===== config.mk =====
export PLATFORM = sky130hd
export DESIGN_NAME = keypad_emulator
export DESIGN_NICKNAME = d
export VERILOG_FILES = /design/src/rtl/keypad_emulator.sv
export SDC_FILE = /design/constraint.sdc
export NUM_CORES = 1
export LEC_CHECK = 0
export ABC_AREA = 1
export CORE_AREA = 2 2 68 70
export CTS_CLUSTER_DIAMETER = 60
export DETAILED_ROUTE_END_ITERATION = 16
export DIE_AREA = 0 0 70 72
export PLACE_DENSITY = 0.69
export SKIP_CTS_REPAIR_TIMING = 1
export SYNTH_ARGS = -nofsm -noshare
export SYNTH_HDL_FRONTEND = slang
export SYNTH_SLANG_ARGS = --single-unit

===== constraint.sdc =====
create_clock -name clock -period 2.75 [get_ports clock]
set_input_delay 0.825 -clock clock [delete_from_list [all_inputs] [get_ports clock]]
set_output_delay 0.825 -clock clock [all_outputs]
set_load 0.005 [all_outputs]

===== src/rtl/keypad_emulator.sv =====
// keypad_emulator: replays queued key codes onto an active-low row/column keypad matrix.
//
// Codes pushed on in_code/in_valid go into a 4-entry FIFO. Each code is pressed for
// HOLD_CYCLES cycles and then released for GAP_CYCLES cycles. One more idle cycle follows
// before the next code is popped.
//
// Ports:
//   clock      - sole clock, rising edge
//   resetn     - asynchronous active-low reset
//   col[3:0]   - column drive from the scanner, active-low
//   row[3:0]   - row sense back to the scanner, active-low (1 = released)
//   in_code    - key to emulate: [3:2] row index, [1:0] column index
//   in_valid   - in_code valid this cycle
//   in_ready   - FIFO can accept a code this cycle
//   active     - an emulated key is currently asserted in the matrix
//   fifo_count - number of queued codes, 0-4
//
// Build option: define KEYPAD_BOUNCE_EN to put a 4-cycle bounce (active 1,0,1,0) in front of
// every press. The steady HOLD_CYCLES phase follows the bounce.

module keypad_emulator #(
  parameter int unsigned HOLD_CYCLES = 8,
  parameter int unsigned GAP_CYCLES  = 8
) (
  input  logic       clock,
  input  logic       resetn,
  input  logic [3:0] col,
  output logic [3:0] row,
  input  logic [3:0] in_code,
  input  logic       in_valid,
  output logic       in_ready,
  output logic       active,
  output logic [2:0] fifo_count
);

  localparam logic [7:0] HoldLoad = 8'(HOLD_CYCLES - 1);
  localparam logic [7:0] GapLoad  = 8'(GAP_CYCLES - 1);

  typedef enum logic [1:0] {StIdle, StPress, StGap} state_e;

  state_e     state_q;
  logic [3:0] mem_q [4];
  logic [1:0] wr_ptr_q;
  logic [1:0] rd_ptr_q;
  logic [2:0] count_q;
  logic [2:0] count_d;
  logic       ready_q;
  logic [3:0] key_q;
  logic [7:0] cnt_q;
  logic       active_q;
  logic       push;
  logic       pop;

`ifdef KEYPAD_BOUNCE_EN
  logic [1:0] bnc_q;
  logic       bouncing_q;
`endif

  assign push = in_valid & ready_q;
  // Popping happens only on the IDLE -> PRESS edge.
  assign pop  = (state_q == StIdle) && (count_q != 3'd0);

  always_comb begin
    count_d = count_q;
    case ({push, pop})
      2'b10:   count_d = count_q + 3'd1;
      2'b01:   count_d = count_q - 3'd1;
      default: count_d = count_q;
    endcase
  end

  // FIFO. ready is registered, so it stays low during reset and rises one edge after release.
  always_ff @(posedge clock or negedge resetn) begin
    if (!resetn) begin
      wr_ptr_q <= '0;
      rd_ptr_q <= '0;
      count_q  <= '0;
      ready_q  <= 1'b0;
      for (int i = 0; i < 4; i++) begin
        mem_q[i] <= '0;
      end
    end else begin
      if (push) begin
        mem_q[wr_ptr_q] <= in_code;
        wr_ptr_q        <= wr_ptr_q + 2'd1;
      end
      if (pop) begin
        rd_ptr_q <= rd_ptr_q + 2'd1;
      end
      count_q <= count_d;
      ready_q <= (count_d != 3'd4);
    end
  end

  // Press sequencer. Outputs are registered.
  always_ff @(posedge clock or negedge resetn) begin
    if (!resetn) begin
      state_q    <= StIdle;
      key_q      <= '0;
      cnt_q      <= '0;
      active_q   <= 1'b0;
`ifdef KEYPAD_BOUNCE_EN
      bnc_q      <= '0;
      bouncing_q <= 1'b0;
`endif
    end else begin
      unique case (state_q)
        StIdle: begin
          if (pop) begin
            key_q    <= mem_q[rd_ptr_q];
            cnt_q    <= HoldLoad;
            active_q <= 1'b1;
            state_q  <= StPress;
`ifdef KEYPAD_BOUNCE_EN
            bnc_q      <= 2'd0;
            bouncing_q <= 1'b1;
`endif
          end
        end
        StPress: begin
`ifdef KEYPAD_BOUNCE_EN
          if (bouncing_q) begin
            if (bnc_q == 2'd3) begin
              // The bounce is done, so reload the counter for the full steady hold.
              bouncing_q <= 1'b0;
              active_q   <= 1'b1;
              cnt_q      <= HoldLoad;
            end else begin
              // The next bounce phase is odd when the current one is even.
              bnc_q    <= bnc_q + 2'd1;
              active_q <= bnc_q[0];
            end
          end else begin
`else
          begin
`endif
            if (cnt_q == 8'd0) begin
              state_q  <= StGap;
              cnt_q    <= GapLoad;
              active_q <= 1'b0;
            end else begin
              cnt_q <= cnt_q - 8'd1;
            end
          end
        end
        StGap: begin
          if (cnt_q == 8'd0) begin
            state_q <= StIdle;
          end else begin
            cnt_q <= cnt_q - 8'd1;
          end
        end
        default: state_q <= StIdle;
      endcase
    end
  end

  always_comb begin
    row = 4'b1111;
    if (active_q && !col[key_q[1:0]]) begin
      row[key_q[3:2]] = 1'b0;
    end
  end

  assign in_ready   = ready_q;
  assign active     = active_q;
  assign fifo_count = count_q;

endmodule

==> results_dict.tcl, run 1 <==
set metrics [dict create \
    status "completed" \
    placed_area_um2 2305 \
    avgViaCountPerCell 4.902 \
    yosys_warnings 0 \
    row_count 24 \
    gp_congestion 0.7734 \
    synth.distinct_cells 27 \
    drive_above_1_share_pct 8.759 \
    r2r-start "state_q[1]$_DFFE_PN0P_" \
    grt_max_degree 40 \
    synth_seq_cells 39 \
    grt_first_pass_wirelength_um 7024 \
    dieWidth_um 70 \
    wl_per_cell_um 11.66 \
    switchingPower_mw 1.137 \
    die_area_um2 5040 \
    min_from "mem_q[9]$_DFFE_PN0P_" \
    cts_buffers 5 \
    clock-sinks 39 \
    hpwlAfterDp_um 2820 \
    r2r_cells 10 \
    switching_share_pct 42.47 \
    grt_pass1_vias 1517 \
    worstMarginPinSlew_ns 0.8581 \
    critPathKind "in2out" \
    required_ns 1.93 \
    slew_headroom_pct 42.79 \
    finalNonFillerCells 326 \
    core_um2 4264 \
    hold_viol 0 \
    finalSetupTns_ns 0 \
    netlist_instances 250 \
    fin_area_um2 2380 \
    hold_class "reg2reg" \
    dp_slack_ns -0.4387 \
    overflow 0 \
    internal_power_mw 1.540 \
    hold_end "mem_q[9]$_DFFE_PN0P_" \
    pwr-share-clk_pct 14.5 \
    r2r_slack_ns 0.46 \
    max_freq_mhz 377.8 \
    path_clk_slew_ns 0.07 \
    final_util_pct 55.81 \
    drc_errors 0 \
    ir_worst_vdd_v 0.0006271 \
    fin_total_pwr_mw 2.677 \
    h-tree-depth 2 \
    cap_violations 0 \
    ios 20 \
    antennaDiodeCount 0 \
    dp_cells 319 \
    start_util_pct 48.39 \
    pwr-share-comb_pct 47.5 \
    syn_to_final_growth_pct 15.34 \
    cp_max_fo 2 \
    pwr_density_cell_nw_per_um2 1125 \
    fin_skew_ns 0.007159 \
    hold_slack_ns 0.4827 \
    ant_nets 0 \
    synth.avg_cell_area_um2 8.253 \
    finalSetupViolations 0 \
    rsz0062_at_grt "false" \
    cts_tree "built" \
    setup_ws_ns 0.1029 \
    clock_latency_ns 0.29 \
    reg2reg_to "in_ready$_DFF_PN0_" \
    drtIter0Drc 76 \
    seq_power_share_pct 38.0 \
    routed_wl_um 3802 \
    critPathLaunchType "input pin" \
    clk_path_buf_depth 2 \
    port_buffers 19 \
    worstPathArrival_ns 1.82 \
    fin_crit_sh_pct 96.26 \
    dr.pass1.iters 4 \
    root_buffer "clkbuf_8" \
    num_vias 1598 \
    synth_area_um2 2063 \
    min_period_ns 2.647 \
    cp-end-kind "primary output" \
    antenna_found_initial 0 \
    power_leakage_nw 1.205 \
    die_h_um 72 \
    hold_depth 2 \
    maxSlewViolCount 0 \
    yosysSeqAreaShare_pct 47.30 \
    layout.nets 296 \
    syn_nets 272 \
    grt_usage_pct 17.65 \
]
## cells in the mapped netlist
cell / number / area [µm²]
nand2_1: 58 / 217.7
o21ai_0: 42 / 210.2
dfrtp_1: 39 / 975.9
inv_1: 31 / 116.4
nor2_1: 28 / 105.1
ha_1: 10 / 125.1
nand3_1: 9 / 45.04
xor2_1: 4 / 35.03
o21ai_1: 3 / 15.01
xnor2_1: 3 / 26.28
nand2_2: 2 / 12.51
nand2_4: 2 / 22.52
nor2_2: 2 / 12.51
nor2_4: 2 / 22.52
o211ai_1: 2 / 15.01
o22ai_1: 2 / 12.51
a21oi_1: 1 / 5.000
buf_2: 1 / 5.000
clkbuf_1: 1 / 3.750
clkinv_1: 1 / 3.750
fa_1: 1 / 20.02
inv_4: 1 / 6.260
nor2_8: 1 / 20.02
o21ai_2: 1 / 8.760
o21bai_1: 1 / 7.510
o31ai_1: 1 / 7.510
or2_2: 1 / 6.260
## cell usage in the layout (no fill, tap or decap), drive strengths merged, types with 2 or more instances in the layout
master,n
o22ai,2
clkdlybuf4s50,12
clkinv,2
nand2,62
nor2,33
nand3,9
xor2,4
dfrtp,39
o21ai,46
xnor2,3
o211ai,2
clkbuf,9
ha,10
buf,2
dlymetal6s2s,2
inv,32
## state kept, by name, indices dropped and copies added, names as in the netlist
signal,count
active,1
in_ready,1
wr_ptr_q,2
cnt_q,8
key_q,4
fifo_count,3
state_q,2
rd_ptr_q,2
mem_q,16
## worst max path at each step
stage / startpoint / endpoint / slack (ns)
floorplan: col[0] / row[0] / 0.44
global placement: col[0] / row[3] / -0.41
detailed placement: col[0] / row[0] / -0.44
CTS: col[0] / row[0] / -0.45
global route: col[3] / row[0] / 0.02
finish: col[3] / row[0] / 0.10
## routing by layer
metal | vias to the layer above | track usage, % | part of all wire [%]
met5 | - | 0 | 0
met2 | 23 | 26.24 | 42
li1 | 846 | - | -
met3 | 6 | 4.861 | 4.2
met4 | 0 | 7.051 | 1.7
met1 | 723 | 24.68 | 52
## power groups by stage
stage / registers, mW / clock network (mW) / logic [mW]
2_1_floorplan: 0.956 / 0 / 0.994
3_3_place_gp: 1.02 / 0 / 1.26
3_5_place_dp: 1.03 / 0 / 1.29
6_report: 1.02 / 0.389 / 1.27
5_1_grt: 1.05 / 0.427 / 1.51
4_1_cts: 1.02 / 0.403 / 1.31
## layout make-up
type                            count  area [µm²]
Clock inverter                      1       5.005
Multi-Input combinational cell    176       954.7
Clock buffer                        6       82.58
Inverter                           33       126.4
Fill cell                         423        1884
Sequential cell                    39       975.9
Timing Repair Buffer               19       170.2
Tap cell                           52       65.06
## kinds of logic (layout without fill, tap and decap cells)
| kind of cell | count (synthesis) | in the layout | share of synthesized area (%) |
|---|---|---|---|
| AO/OA/AOI/OAI | 53 | 53 | 13.64 |
| XOR/XNOR | 7 | 7 | 2.972 |
| adder cells (fa/ha/maj) | 11 | 11 | 7.035 |
| buffers and inverters | 35 | 59 | 6.549 |
| flip-flops | 39 | 39 | 47.30 |
| AND/OR/NAND/NOR | 105 | 105 | 22.50 |
## critical path: stages
cell,delay (ns)
clkdlybuf4s50_1,0.39
o21ai_0,0.15
o211ai_1,0.11
nor2_1,0.15
nand2_1,0.07
buf_2,0.12
Note: power is estimated with default switching activity, not from simulation.
==> run 2: changes to the inputs <==
- SETUP_SLACK_MARGIN: default -> 0.05
==> results_dict.tcl, run 2 (synthesis gave the netlist of run 1 again) <==
set metrics [dict create \
    cp_max_fo 2 \
    antennaDiodeCount 0 \
    die_h_um 72 \
    h-tree-depth 2 \
    maxSlewViolCount 0 \
    crit_path_cell_trace "clkdlybuf4s50_1 > o21ai_1 > o211ai_1 > nor2_1 > nand2_1 > buf_2" \
    drtIter0Drc 76 \
    slew_headroom_pct 42.79 \
    r2r-start "state_q[1]$_DFFE_PN0P_" \
    largest_reg_flops 16 \
    fillers 423 \
    ir_worst_vdd_v 0.0006271 \
    fin_skew_ns 0.007156 \
    dieWidth_um 70 \
    hold_slack_ns 0.4827 \
    path_clk_slew_ns 0.07 \
    grt_max_degree 40 \
    min_period_ns 2.619 \
    grt_pass1_vias 1517 \
    dp_slack_ns -0.4387 \
    finalSetupTns_ns 0 \
    min_from "mem_q[9]$_DFFE_PN0P_" \
    setup_ws_ns 0.1313 \
    critPathLaunchType "input pin" \
    hold_viol 0 \
    clock_latency_ns 0.29 \
    wl_per_cell_um 11.67 \
    layout_commonest_cell "nand2_1" \
    required_ns 1.93 \
    slowest_stage "clkdlybuf4s50_1" \
    syn_to_final_growth_pct 15.34 \
    cts_tree "built" \
    hold_class "reg2reg" \
    clk_path_buf_depth 2 \
    reg_top3 "mem_q x16, cnt_q x8, key_q x4" \
    hpwlAfterDp_um 2820 \
    status "completed" \
    die_area_um2 5040 \
    gp_congestion 0.7734 \
    worstPathArrival_ns 1.79 \
    antenna_found_initial 0 \
    rsz0062_at_grt "false" \
    final_cell_mix "58 x nand2_1, 41 x o21ai_0, 39 x dfrtp_1, 31 x inv_1, 28 x nor2_1" \
    port_buffers 19 \
    row_count 24 \
    fin_crit_sh_pct 95.22 \
    worstMarginPinSlew_ns 0.8581 \
    routed_wl_um 3803 \
    grt_usage_pct 17.65 \
    power_leakage_nw 1.205 \
    finalSetupViolations 0 \
    top_register "mem_q" \
    overflow 0 \
    layout.nets 296 \
    root_buffer "clkbuf_8" \
    start_util_pct 48.39 \
    ios 20 \
    cp_top_family "buffers and inverters" \
    grt_first_pass_wirelength_um 7024 \
    max_freq_mhz 381.9 \
    cap_violations 0 \
    avgViaCountPerCell 4.902 \
    ant_nets 0 \
    drive_above_1_share_pct 8.759 \
    drc_errors 0 \
    crit_start "col[3]" \
    core_um2 4264 \
    clock-sinks 39 \
    dr.pass1.iters 4 \
    critPathBufInv 2 \
    cp-end-kind "primary output" \
    pwr_density_cell_nw_per_um2 1126 \
    num_vias 1598 \
    critPathKind "in2out" \
    max_stage_delay_ns 0.40 \
    cts_buffers 5 \
]
[run 2: cell counts in the layout (fill, tap and decap cells not counted)]
No cell type changed its count.
[run 2: stage by stage]
| step | util, % | total power [mW] | cell area (µm²) | instances |
|---|---|---|---|---|
| after detailed placement | 54.05 | 2.319 | 2305 | 319 |
| after floorplan | - | 1.950 | 2063 | 250 |
| after global placement | 54.05 | 2.280 | 2305 | 319 |
| after global routing | 55.81 | 2.994 | 2380 | 326 |
| final | 55.81 | 2.679 | 2380 | 326 |
| after CTS | 56.10 | 2.728 | 2392 | 326 |
[run 2: layout make-up]
cell class                 instances  area [µm²]  share of cell area, %
inverter                          33       126.4                  5.310
multi-input combinational        176       954.7                  40.12
sequential                        39       975.9                  41.01
tap                               52       65.06                  2.734
clock inverter                     1       5.005                 0.2103
timing repair buffer              19       170.2                  7.150
clock buffer                       6       82.58                  3.470
[run 2: report_power, final]
part	total [mW]	internal (mW)	leakage, nW	switching [mW]
clock network	0.389	0.197	0.0470	0.192
logic	1.27	0.517	0.675	0.756
registers	1.02	0.827	0.483	0.190
total	2.68	1.54	1.21	1.14
[run 2: tightest hold or removal path: stages, from the launching register on]
cell and delay [ns]:
dfrtp_1 0.35, nand2_1 0.05, o21ai_0 0.05
[run 2: final timing paths]
check | end | slack (ns) | depth (start not counted)
max | row[0] | 0.13 | 6
min | mem_q[9]$_DFFE_PN0P_ | 0.48 | 2
max reg2reg | in_ready$_DFF_PN0_ | 0.46 | 10
min reg2reg | mem_q[9]$_DFFE_PN0P_ | 0.48 | 2
max in group asynchronous | cnt_q[5]$_DFFE_PN0P_ | 1.57 | 1
min in group asynchronous | mem_q[12]$_DFFE_PN0P_ | 0.64 | 1
[run 2: layer usage]
metal	vias to the layer above	share of wire (%)	track usage (%)	routed length (µm)
li1	846	-	-	-
met1	723	52	24.68	1991
met2	23	42	26.24	1586
met3	6	4.2	4.861	159
met4	0	1.7	7.051	65
met5	-	0	0	0
==> run 3: changes to the inputs <==
- MAX_ROUTING_LAYER: default -> met4
==> results of run 3 <==
Same layout as run 2: the final DEF is identical, and so are final timing and power.
Among the figures that moved: final weighted congestion in routability-driven placement 0.7734 -> 0.7839; overall routing resource usage 17.65% -> 18.18%; violation count after the first detailed-route iteration 76 -> 75
